### src/rtl/dnn_layer_sequencer.sv
// dnn_layer_sequencer: launches chained dense layers in order and steers their
// local weight addresses onto one shared ROM through per-layer base offsets.
module dnn_layer_sequencer #(
   parameter int NUM_LAYERS     = 3,
   parameter int ADDR_WIDTH     = 12,
   parameter int ROM_ADDR_WIDTH = 16,
   parameter int BASE0          = 0,
   parameter int BASE1          = 0,
   parameter int BASE2          = 0,
   parameter int BASE3          = 0,
   parameter int TIMEOUT        = 8191
) (
   input  logic                             clk,
   input  logic                             rst_n,
   input  logic                             start,
   input  logic                             abort,
   input  logic [NUM_LAYERS-1:0]            layer_finish,
   input  logic [NUM_LAYERS*ADDR_WIDTH-1:0] layer_addr,
   output logic [NUM_LAYERS-1:0]            layer_start,
   output logic [ROM_ADDR_WIDTH-1:0]        rom_addr,
   output logic [1:0]                       active_layer,
   output logic                             busy,
   output logic                             done,
   output logic                             error,
   output logic [15:0]                      cycles
);
   localparam int CW = $clog2(TIMEOUT + 1);
   typedef enum logic [2:0] {IDLE, LAUNCH, RUN, DONE, ERROR} state_t;
   state_t state, state_nx;
   logic [1:0] cur, sel;
   logic [CW-1:0] cnt;
   logic [3:0] fin4;
   logic fin, last, tout;
   logic [ADDR_WIDTH-1:0] la [4];
   genvar g;
   for (g = 0; g < 4; g++) begin : g_la
      if (g < NUM_LAYERS) begin : g_on
         assign la[g] = layer_addr[g*ADDR_WIDTH +: ADDR_WIDTH];
      end else begin : g_off
         assign la[g] = '0;
      end
   end
   assign fin4 = 4'(layer_finish);
   assign fin = fin4[cur];
   assign last = cur == 2'(NUM_LAYERS - 1);
   // cnt holds the number of the current RUN cycle, so a finish on the last allowed cycle still wins
   assign tout = cnt == CW'(TIMEOUT);
   assign active_layer = cur;
   always_ff @(posedge clk) begin
      if (!rst_n) state <= IDLE;
      else state <= state_nx;
   end
   always_comb begin
      state_nx = state;
      case (state)
         IDLE:    state_nx = (start && !abort) ? LAUNCH : IDLE;
         LAUNCH:  state_nx = abort ? IDLE : RUN;
         RUN:     state_nx = abort ? IDLE : fin ? (last ? DONE : LAUNCH) : tout ? ERROR : RUN;
         default: state_nx = IDLE;
      endcase
   end
   always_comb begin
      busy = state == LAUNCH || state == RUN;
      done = state == DONE;
      layer_start = (state == LAUNCH && !abort) ? NUM_LAYERS'(4'b0001 << cur) : '0;
      sel = busy ? cur : 2'd0;
      rom_addr = ROM_ADDR_WIDTH'(sel == 2'd0 ? BASE0 : sel == 2'd1 ? BASE1 : sel == 2'd2 ? BASE2 : BASE3)
               + ROM_ADDR_WIDTH'(la[sel]);
   end
   always_ff @(posedge clk) begin
      if (!rst_n) begin
         cur    <= '0;
         cnt    <= '0;
         cycles <= '0;
         error  <= 1'b0;
      end else begin
         if (state == IDLE && state_nx == LAUNCH) begin
            cur    <= '0;
            cycles <= '0;
            error  <= 1'b0;
         end else if (state != IDLE && cycles != 16'hFFFF) begin
            cycles <= cycles + 16'd1;
         end
         if (state == LAUNCH) cnt <= CW'(1);
         else if (state == RUN) cnt <= cnt + CW'(1);
         if (state == RUN && state_nx == LAUNCH) cur <= cur + 2'd1;
         if (state == RUN && state_nx == ERROR) error <= 1'b1;
      end
   end
endmodule

### config.mk
export PLATFORM = sky130hd
export DESIGN_NAME = dnn_layer_sequencer
export DESIGN_NICKNAME = d
export VERILOG_FILES = /design/src/rtl/dnn_layer_sequencer.sv
export SDC_FILE = /design/constraint.sdc
export NUM_CORES = 1
export LEC_CHECK = 0
export BUFFER_PORTS_ARGS = -buffer_cell sky130_fd_sc_hd__buf_2
export CAP_MARGIN = 10
export CORE_AREA = 2 2 90 57
export DETAILED_ROUTE_END_ITERATION = 6
export DIE_AREA = 0 0 92 59
export PLACE_DENSITY = 0.75
export SLEW_MARGIN = 30
export SYNTH_ARGS = -nofsm -noshare
export SYNTH_HDL_FRONTEND = slang
export SYNTH_SLANG_ARGS = --single-unit
### constraint.sdc
create_clock -name clk -period 2.1 [get_ports clk]
set_input_delay 0.21 -clock clk [delete_from_list [all_inputs] [get_ports clk]]
set_output_delay 0.21 -clock clk [all_outputs]
set_load 0.005 [all_outputs]
==> flow_summary.toml, run 1 <==
[power]
static-leakage-power_nw = 1.20
clock_group_share_of_total_power_pct = 42.9
power-per-cell-area_nw_per_um2 = 529
net-switching-power_mw = 0.335
p_sw_share_pct = 22.8
p_int_mw = 1.13
power_frac_seq_pct = 46.1
logic_gate_share_of_total_power_pct = 11.0
ir_drop_mv = 0.283

[synth]
post_synth_xor_area_fraction_pct = 8.01
synth.distinct_cells = 47
yosys.area_share.simple_pct = 27.6
synth.ff_latch_count = 35
synth_top_cell_area_share_pct = 32.0
synthesis.area_per_instance_sq_um = 7.84
ys.warnings.count = 0
netlist_area_sq_um = 2190
muxShareOfSynthArea_pct = 1.83
synth_top_family_by_area = "simple AND/OR/NAND/NOR gates"
post-synth-top-area-cell = "sky130_fd_sc_hd__dfxtp_1"
synthFlopType = "sky130_fd_sc_hd__dfxtp_1"
synthTopCellsByArea = "sky130_fd_sc_hd__dfxtp_1, sky130_fd_sc_hd__nor2_1, sky130_fd_sc_hd__a21oi_1, sky130_fd_sc_hd__xor2_1, sky130_fd_sc_hd__o21ai_0"
post_synth_fa_ha_maj_area_fraction_pct = 2.86
yosysSeqAreaShare_pct = 32.0
netlist_top_cells_count = "sky130_fd_sc_hd__dfxtp_1, sky130_fd_sc_hd__nor2_1, sky130_fd_sc_hd__a21oi_1"
synth_edf_count = 0
post_synthesis_compound_gate_area_fraction_pct = 20.4
synthCells = 279
synth_async_sr_flop_share_pct = 0

[cts]
cts-hold-fix-buffers = 0
h-tree-depth = 2
worstSkewPairLatency_ns = 0.29
clock_tree.root_cell = "sky130_fd_sc_hd__clkbuf_8"
cts.clk_slew.worst_paths_ns = 0.07
clock_sink_count = 35
tritoncts = "yes"
max-clock-path-buffers = 2
cts-buffers-inserted = 5

[layout]
finish.cell_count_without_fillers = 426
areaGrowthSynthToFinish_pct = 26.8
nets = 410
final_layout_size_suffix_gt1_share_pct = 30.3
insertedDiodeCount = 0
fillCellCount = 409

[place]
detailed_place_hpwl_mm = 4.40
gp_congestion = 0.819
post-place-cells = 418
place.port_buffers = 78

[setup_path]
endpoint = "rom_addr[10]"
crit-reg2reg-capture = "cycles[7]"
critPathSlowestCell = "sky130_fd_sc_hd__dfxtp_2"
timing.critical_path.mode_cell = "sky130_fd_sc_hd__buf_4"
crit_fanout = 12
critical_path_arrival_ns = 1.75
crit_path_cell_trace = "buf_4, inv_1, nor3_1, buf_4, a22oi_1, o21ai_0, buf_2"
cp-startpoint = "active_layer[1]"
critical_path.reg2reg.startpoint = "cycles[0]"
setup.reg_to_reg.worst_slack_ns = 0.25
worst_r2r_path_depth = 6
critical_path_class = "reg -> out"
crit_path_start_kind = "register"
timing.critical_path.required_ns = 1.89
max_stage_delay_ns = 0.40
critPathCaptureType = "primary output"

[timing]
slew_headroom_pct = 54.0
fmaxAchievable_mhz = 510
max_slew.worst_pin.slew_ns = 0.685
period_minus_slack_ns = 1.96
totalNegativeSetupSlack_ns = 0
final-max-slew-violation-count = 0
final-hold-violation-count = 0
finalSetupViolations = 0
timing.final.crit_share_pct = 93.4
rsz0062_at_grt = "no"
final.setup_skew_ns = 0.00766

[global_routing]
antenna_found_initial = 0
number_of_global_route_vias_before_repair = 1934
total_global_routing_track_utilization_pct = 21.0
global_route_wire_length_before_repair_mm = 9.11
aggregate_global_routing_overflow = 0
pin_count_of_the_biggest_net_entering_global_routing = 17

[worst_hold_path]
hold_path_class = "in -> reg"

[outcome]
run_status = "finished clean"

[die]
initial_utilization_pct = 48.4
floorplan.die_area_sq_um = 5430
die_x_um = 92
die_y_um = 59
core_area_sq_um = 4520
floorplan.io_pins = 83
core.rowCount = 19

[flow_run]
max_cap_violations = 0

[drt]
dr_vias_cell = 5.41
dr_total_vias = 2304
postRouteAntennaNets = 0
drt-initial-drc-count = 72
routed_wirelength_mm = 5.71
wire_per_inst_um = 13.4
drcViolationCount = 0
dr.pass1.iters = 4
## per-stage QoR
step	setup WS (ns)	instance area [sq um]	hold slack, ns	total power, mW	utilization, %
3_5_place_dp	0.162	2650	0.445	0.851	58.6
3_3_place_gp	0.191	2650	0.431	0.847	58.6
5_1_grt	0.00350	2770	0.281	1.53	61.4
6_report	0.139	2770	0.271	1.47	61.4
4_1_cts	0.00323	2770	0.255	1.48	61.2
2_1_floorplan	0.247	2200	0.433	0.777	-
## worst min-delay path by stage
| stage | from | endpoint | cells after the start |
|---|---|---|---|
| 2_1_floorplan | abort | state[1] | 3 |
| 3_3_place_gp | error | error | 1 |
| 3_5_place_dp | error | error | 1 |
| 4_1_cts | rst_n | active_layer[0] | 3 |
| 5_1_grt | rst_n | active_layer[0] | 3 |
| 6_report | rst_n | active_layer[0] | 3 |
## power groups by stage
| stage | Sequential (mW) | Clock (mW) | Combinational [mW] |
|---|---|---|---|
| finish | 0.676 | 0.630 | 0.162 |
| global route | 0.676 | 0.677 | 0.178 |
| CTS | 0.675 | 0.649 | 0.161 |
| detailed placement | 0.691 | 0 | 0.160 |
| global placement | 0.690 | 0 | 0.157 |
| floorplan | 0.688 | 0 | 0.0896 |
## logic make-up (layout without fill, tap and decap cells)
kind of cell	Yosys count	after routing
AOI/OAI and AO/OA	72	72
xor gates and xnor gates	20	20
adders and majority gates	5	5
buffers and inverters	27	108
DFF	35	35
muxes	4	4
other	1	4
and+or+nand+nor	115	115
## worst max-delay path: cells and delay by family, from the launching register on
kind / cells / cell delay [ns]
DFF: 1 / 0.40
and+or+nand+nor: 1 / 0.22
AOI/OAI and AO/OA: 2 / 0.17
buffers and inverters: 4 / 0.68
## sequential cells by signal, summed over array words and instances (netlist names)
name and flops:
cnt 13, error 1, cycles 16, active_layer 2, state 3
## routing by layer
layer | vias up | share of wire (%) | track usage, %
met1 | 1075 | 52 | 32.6
li1 | 1167 | - | -
met2 | 55 | 42 | 29.0
met5 | - | 0 | 0
met3 | 7 | 5.5 | 5.09
met4 | 0 | 0.70 | 5.12
## final cells by class
class	count	area [sq um]	area share [%]
Multi-Input combinational cell	220	1350	48.6
Tap cell	63	78.8	2.84
Inverter	8	30.0	1.08
Clock buffer	6	82.6	2.98
Timing Repair Buffer	92	495	17.9
Sequential cell	35	704	25.4
Clock inverter	2	35.0	1.26
## placed cells by master (no fill, tap or decap), drive strengths merged, types with 5 or more instances in the layout
cell,count
a21oi,22
a22oi,12
and3,13
buf,92
clkbuf,6
dfxtp,35
ha,5
inv,8
nand2,12
nand3,11
nand4,7
nor2,35
nor3,13
o21ai,21
or3,6
xnor2,9
xor2,11
## what timing repair did
| action | 4_1_cts | 5_1_grt |
|---|---|---|
| setup buffers | 0 | 0 |
| setup endpoints to repair | 12 | 15 |
| gates resized for setup | 1 | 4 |
No activity file was read; power rests on OpenSTA's default activity.
==> run 2, diff against run 1 <==
--- a/config.mk
+++ b/config.mk
@@ -11,6 +11,7 @@
 export DETAILED_ROUTE_END_ITERATION = 6
 export DIE_AREA = 0 0 92 59
 export PLACE_DENSITY = 0.75
+export RECOVER_POWER = 100
 export SLEW_MARGIN = 30
 export SYNTH_ARGS = -nofsm -noshare
 export SYNTH_HDL_FRONTEND = slang
==> flow_summary.toml, run 2 (synthesized netlist as in run 1, its figures left out) <==
[drt]
dr.pass1.iters = 4
drcViolationCount = 0
top_layer_used = "met4"
dr_vias_cell = 5.42
met2_length_mm = 2.38
dr_total_vias = 2309
postRouteAntennaNets = 0
wl_met1_mm = 2.98
routed_wirelength_mm = 5.70
wire_per_inst_um = 13.4
drt-initial-drc-count = 93
routed-wl-met3_um = 297

[die]
floorplan.die_area_sq_um = 5430
initial_utilization_pct = 48.4
core.rowCount = 19
die_y_um = 59
floorplan.io_pins = 83
die_x_um = 92
core_area_sq_um = 4520

[setup_path]
critical_path_arrival_ns = 1.75
critical_path.reg2reg.startpoint = "state[2]"
crit-reg2reg-capture = "cycles[14]"
critical_path_class = "reg -> out"
crit_path_start_kind = "register"
setup.reg_to_reg.worst_slack_ns = 0.16
crit_fanout = 13
timing.critical_path.required_ns = 1.89
critPathCaptureType = "primary output"
worst_r2r_path_depth = 5

[cts]
cts-buffers-inserted = 5
clock_sink_count = 35
worstSkewPairLatency_ns = 0.29
clock_tree.root_cell = "sky130_fd_sc_hd__clkbuf_8"
post_cts.repair.setup_buffers = 0
h-tree-depth = 2
tritoncts = "yes"
cts.clk_slew.worst_paths_ns = 0.07
max-clock-path-buffers = 2

[timing]
final-hold-violation-count = 0
post-route-worst-setup-slack_ns = 0.136
slew_headroom_pct = 28.0
totalNegativeSetupSlack_ns = 0
timing.final.crit_share_pct = 93.5
period_minus_slack_ns = 1.96
rsz0062_at_grt = "no"
final-max-slew-violation-count = 0
finalSetupViolations = 0
max_slew.worst_pin.slew_ns = 1.07
final.setup_skew_ns = 0.00730
fmaxAchievable_mhz = 509

[layout]
fillCellCount = 428
areaGrowthSynthToFinish_pct = 25.0
most-common-layout-cells = "sky130_fd_sc_hd__buf_2, sky130_fd_sc_hd__nor2_1, sky130_fd_sc_hd__dfxtp_1"
insertedDiodeCount = 0
final_common_cell = "sky130_fd_sc_hd__buf_2"
largest_register_ff_count = 16
nets = 410
finish.cell_count_without_fillers = 426
final_layout_size_suffix_gt1_share_pct = 25.1
largest_register = "cycles"
share_of_the_core_filled_with_cells_in_the_final_layout_pct = 60.5
registers_with_the_highest_flip_flop_counts = "cycles (16), cnt (13), state (3)"

[worst_hold_path]
min_delay_worst_endpoint = "active_layer[0]"
timing.hold.worst.start = "rst_n"
timing.hold.worst_path_depth = 3
hold_path_class = "in -> reg"

[outcome]
run_status = "finished clean"

[flow_run]
max_cap_violations = 0

[power]
static-leakage-power_nw = 1.14
power-per-cell-area_nw_per_um2 = 535
ir_drop_mv = 0.283

[place]
place_worst_setup_slack_ns = 0.162
detailed_place_hpwl_mm = 4.40
post-place-cells = 418
gp_congestion = 0.819
place.port_buffers = 78

[global_routing]
global_route_wire_length_before_repair_mm = 9.11
number_of_global_route_vias_before_repair = 1934
antenna_found_initial = 0
pin_count_of_the_biggest_net_entering_global_routing = 17
aggregate_global_routing_overflow = 0
total_global_routing_track_utilization_pct = 21.0
run 2: how the worst max path moves through the flow:
stage	from	cells after the start	slack [ns]	to
after floorplan	active_layer[0]	8	0.25	active_layer[0]
after global placement	cycles[0]	6	0.19	cycles[7]
after detailed placement	cycles[0]	6	0.16	cycles[7]
after CTS	state[0]	7	0.003	rom_addr[10]
after global routing	state[1]	7	0.004	rom_addr[7]
final	state[1]	7	0.14	rom_addr[10]
run 2: per-stage QoR:
step                total power [mW]  hold WS [ns]  area (sq um)
floorplan                      0.777         0.433          2200
global placement               0.847         0.431          2650
finish                          1.46         0.267          2730
detailed placement             0.851         0.445          2650
global route                    1.53         0.273          2730
CTS                             1.48         0.255          2770
run 2: layout make-up:
cell class                 count  area, sq um  share of cell area (%)
clock buffer                   6         82.6                    3.02
clock inverter                 2         35.0                    1.28
inverter                       8         30.0                    1.10
multi-input combinational    220         1340                    49.1
sequential                    35          704                    25.8
tap                           63         78.8                    2.88
timing repair buffer          92          460                    16.8
run 2: per-layer routing:
| metal | global-route usage [%] | vias up |
|---|---|---|
| met5 | 0 | - |
| met4 | 5.12 | 0 |
| met3 | 5.09 | 7 |
| met2 | 29.0 | 54 |
| met1 | 32.6 | 1079 |
| li1 | - | 1169 |
run 2: critical path: stages, from the launching register on:
cell                       delay (ns)
sky130_fd_sc_hd__dfxtp_2         0.44
sky130_fd_sc_hd__xor2_1          0.17
sky130_fd_sc_hd__nand2b_1        0.11
sky130_fd_sc_hd__inv_2           0.19
sky130_fd_sc_hd__and3_1          0.18
sky130_fd_sc_hd__a21oi_1         0.04
sky130_fd_sc_hd__o21ai_0         0.18
sky130_fd_sc_hd__buf_2           0.15
run 2: power by group:
part | internal [mW] | leakage (nW) | total (mW) | switching (mW)
registers | 0.668 | 0.284 | 0.676 | 0.00772
logic | 0.0750 | 0.799 | 0.156 | 0.0814
clock network | 0.384 | 0.0612 | 0.630 | 0.246
total | 1.13 | 1.14 | 1.46 | 0.335
run 2: repair_timing:
action / in CTS / in global routing
resized for setup: 1 / 4
hold buffers: 0 / 0
endpoints found under the setup margin: 12 / 15
